File: config.mk
export PLATFORM = sky130hd
export DESIGN_NAME = writeback_register_file
export DESIGN_NICKNAME = d
export VERILOG_FILES = /design/src/rtl/writeback_register_file.sv
export SDC_FILE = /design/constraint.sdc
export NUM_CORES = 2
export LEC_CHECK = 0
export ABC_AREA = 1
export BUFFER_PORTS_ARGS = -buffer_cell sky130_fd_sc_hd__buf_2
export CAP_MARGIN = 20
export CORE_ASPECT_RATIO = 0.8
export CORE_UTILIZATION = 31
export CTS_CLUSTER_DIAMETER = 100
export DETAILED_ROUTE_END_ITERATION = 16
export HOLD_SLACK_MARGIN = 0.12
export PLACE_DENSITY_LB_ADDON = 0.05
export SYNTH_ARGS = -nofsm -noshare
export SYNTH_HDL_FRONTEND = slang
export SYNTH_SLANG_ARGS = --single-unit
File: constraint.sdc
create_clock -name clk -period 10.6 [get_ports clk]
set_clock_uncertainty 0.1 [all_clocks]
set_input_delay 1.06 -clock clk [delete_from_list [all_inputs] [get_ports clk]]
set_output_delay 1.06 -clock clk [all_outputs]
set_load 0.02 [all_outputs]
File: src/rtl/writeback_register_file.sv
// Writeback stage and architectural register file: result select, 32x32 regfile with x0 = 0,
// two async read ports and a retired-instruction counter. Define WB_BYPASS_EN for write-through.
module writeback_register_file #(
  parameter int unsigned XLEN  = 32,
  parameter int unsigned NREGS = 32,
  parameter int unsigned CNT_W = 64
) (
  input  logic                     clk,
  input  logic                     rst,
  input  logic                     ValidW,
  input  logic                     RegWriteW,
  input  logic [1:0]               ResultSrcW,
  input  logic [XLEN-1:0]          ALUResultW,
  input  logic [XLEN-1:0]          ReadDataW,
  input  logic [XLEN-1:0]          PCPlus4W,
  input  logic [$clog2(NREGS)-1:0] RdW,
  input  logic [$clog2(NREGS)-1:0] Rs1D,
  input  logic [$clog2(NREGS)-1:0] Rs2D,
  output logic [XLEN-1:0]          RD1D,
  output logic [XLEN-1:0]          RD2D,
  output logic [XLEN-1:0]          ResultW,
  output logic [CNT_W-1:0]         InstRetW
);

  localparam int unsigned AW = $clog2(NREGS);

  logic [XLEN-1:0]  regs_q [NREGS];
  logic [CNT_W-1:0] inst_ret_q;
  logic             we;

  always_comb begin
    ResultW = '0;
    case (ResultSrcW)
      2'b00:   ResultW = ALUResultW;
      2'b01:   ResultW = ReadDataW;
      2'b10:   ResultW = PCPlus4W;
      default: ResultW = '0;
    endcase
  end

  // ValidW gates first so X on the other W-stage fields cannot enable a write.
  assign we = ValidW & RegWriteW & (RdW != '0) & ~rst;

  always_ff @(posedge clk) begin
    for (int unsigned i = 0; i < NREGS; i++) begin
      if (rst || i == 0) begin
        regs_q[i] <= '0;
      end else if (we && RdW == AW'(i)) begin
        regs_q[i] <= ResultW;
      end
    end
  end

  always_ff @(posedge clk) begin
    if (rst) begin
      inst_ret_q <= '0;
    end else if (ValidW) begin
      inst_ret_q <= inst_ret_q + CNT_W'(1);
    end
  end

  assign InstRetW = inst_ret_q;

  always_comb begin
    RD1D = (Rs1D == '0) ? '0 : regs_q[Rs1D];
    RD2D = (Rs2D == '0) ? '0 : regs_q[Rs2D];
`ifdef WB_BYPASS_EN
    if (we && Rs1D == RdW) RD1D = ResultW;
    if (we && Rs2D == RdW) RD2D = ResultW;
`else
    // Stored value only; the hazard unit covers the W->D window.
`endif
  end

endmodule

==> run metrics <==
Crit path arrival time 5.00 ns; count leader, synth nand2_1; fin worst setup slack 4.44 ns; sequential area share after synthesis 0.525; GRT Residual Overflow 0; cell taking the most area after synthesis edfxtp_1; Iter 0 DRT Violations 6588; TritonRoute pass-1 iters 6; mapped cell area 59200 um2; max-slew violations 0; ys async rst share 0; Die X 490 um; number of fill cells 19579; Worst-Margin Slew 1.19 ns; Synth top cells by count nand2_1, edfxtp_1, nand3_1, inv_1, nor2_1; Hold Fails Final Rpt 0; total negative slack 0 ns; Root Driver clkbuf_16; antenna-violating nets left 0; Syn Inst Count 7081; first-pass GRT wire length 395000 um; PortBufs 276; HP Start InstRetW[14]$_SDFFE_PP0P_; routed vias 53026; postcts setup bufs 0; Worst-Skew Late Latency 0.78 ns; crit start category primary input; Setup crit end kind output port; hold_ws 0.392 ns; Reg2Reg Setup Slack 8.25 ns; vias in the first global route 50465; antenna violations before repair 10; Hold Crit Depth 1; RSZ-0062 raised after global routing false; Hold Crit Class flop to flop; ys flop type edfxtp_1; DP HPWL 156000 um; Critical Path RT 9.44 ns; gpl congestion 0.821; number of synthesized flops with an enable pin 992; post-synth top area share 0.503; fmax 162 MHz; vias per cell 5.49; CTS Hold Bufs 0; CTS Sinks 1056; DRC viols 0; number of I/O pins 277; layout net count 7136; leading post-synthesis cells by cell area edfxtp_1, nand2_1, nand3_1; CTS Buf Count 132; worst-path fanout max 92; Leak 27.2 nW; pre-CTS setup slack 4.60 ns; status complete, no violations; max_cap viols 0; RR Endpoint InstRetW[32]$_SDFFE_PP0P_; wire length per cell after detailed routing 29.3 um; largest net degree at the start of global routing 159; hold endpoint InstRetW[14]$_SDFFE_PP0P_; starting density of the core 0.312; PwrDens 163 nW/um2; fin crit share 0.581; total routed wirelength 283000 um; # setup viols final 0; Vert. Die Dim 393 um; buffer levels on the longest clock path 3; minimum clock period 6.16 ns; Synth warnings 0; Unique masters post-synth 42; post-cts resize count 0; layout cells sized above 1 0.112; clk slew on worst S/H paths 0.05 ns; area of the multi-input gates 22100 um2; Total GRT Usage 0.288; number of core rows 143; P&R area growth vs syn 12.1%; CTS tree yes; syn nets 7199; Die ar. 193000 um2; core area 190000 um2; headroom to the max-slew limit 0.204; Seq. cell area 31100 um2; H-tree depth 4; Yosys reg bits 1056; Peak supply drop 0.000118 V; Worst R2R Path Depth 8; kind of critical path primary input to output port; worst reg2reg startpoint InstRetW[0]$_SDFFE_PP0P_; Avg Inst Size Synth 8.36 um2
-- metrics by stage --
stage                     power (mW)  std cells  utilization  cell area [um2]
after floorplan                 5.73       7081            -            59200
after detailed placement        6.39       9421        0.328            62300
after global placement          6.39       9421        0.328            62300
after global routing            11.1       9657        0.350            66400
after CTS                       10.8       9656        0.350            66400
final                           10.8       9657        0.350            66400
-- layout by cell type (no fill, tap or decap), types with 64 or more instances in the layout --
master,n
o211ai_1,326
a21oi_1,443
nand2_1,1290
buf_4,130
nand3_1,881
dfxtp_1,64
edfxtp_1,992
or2_2,91
o21ai_0,271
a31oi_1,96
o2111ai_1,93
nor2_1,846
buf_2,267
clkbuf_16,136
inv_1,858
-- layer usage --
layer | GRT usage | part of all wire
met2 | 0.451 | 0.44
met5 | 0 | 0
met4 | 0.111 | 0.040
met3 | 0.0404 | 0.077
met1 | 0.401 | 0.44
-- how the worst max path moves through the flow --
stage	slack [ns]	from	cells past startpoint	end
floorplan	6.36	rst	5	regs_q[16][0]$_SDFFCE_PN0P_
global placement	4.54	Rs2D[0]	10	RD2D[15]
detailed placement	4.60	Rs2D[0]	10	RD2D[15]
CTS	4.60	Rs2D[0]	10	RD2D[15]
global route	4.40	Rs2D[0]	10	RD2D[15]
finish	4.44	Rs2D[0]	10	RD2D[15]
-- registers in the layout, indices dropped and copies added, names as in the netlist --
name      count
regs_q      992
InstRetW     64
-- worst max-delay path, stage by stage --
cell	delay, ns
buf_8	0.33
buf_4	0.85
nand2_8	0.69
buf_4	0.68
o21ai_0	0.28
nand2_1	0.07
nand3_1	0.10
nand3_1	0.37
nand2_1	0.25
buf_2	0.19
-- final cells by class --
type                    count  area share
flip-flops and latches   1056       0.468
inverters                 894      0.0512
clock inverters            63     0.00792
clock buffers             172      0.0535
multi-input cells        4526       0.334
repair buffers            408      0.0377
diodes                      1   0.0000377
well taps                2537      0.0478
-- power breakdown --
part           internal [mW]  switching [mW]  total (mW)  leakage (nW)
logic                  0.335            1.14        1.48          15.3
registers               4.76          0.0910        4.85          9.94
clock network           2.53            1.93        4.46          1.99
-- cell families (layout without fill, tap and decap cells) --
kind of cell | count (synthesis) | after routing | share of synthesized area
buffers and inverters | 1499 | 1537 | 0.107
flip-flops | 1056 | 1056 | 0.525
other | 0 | 1 | 0
adder cells (fa/ha/maj) | 1 | 1 | 0.000211
AO/OA/AOI/OAI | 1259 | 1259 | 0.132
AND/OR/NAND/NOR | 3253 | 3253 | 0.235
XOR/XNOR | 13 | 13 | 0.00192
Note: power is estimated with default switching activity, not from simulation.
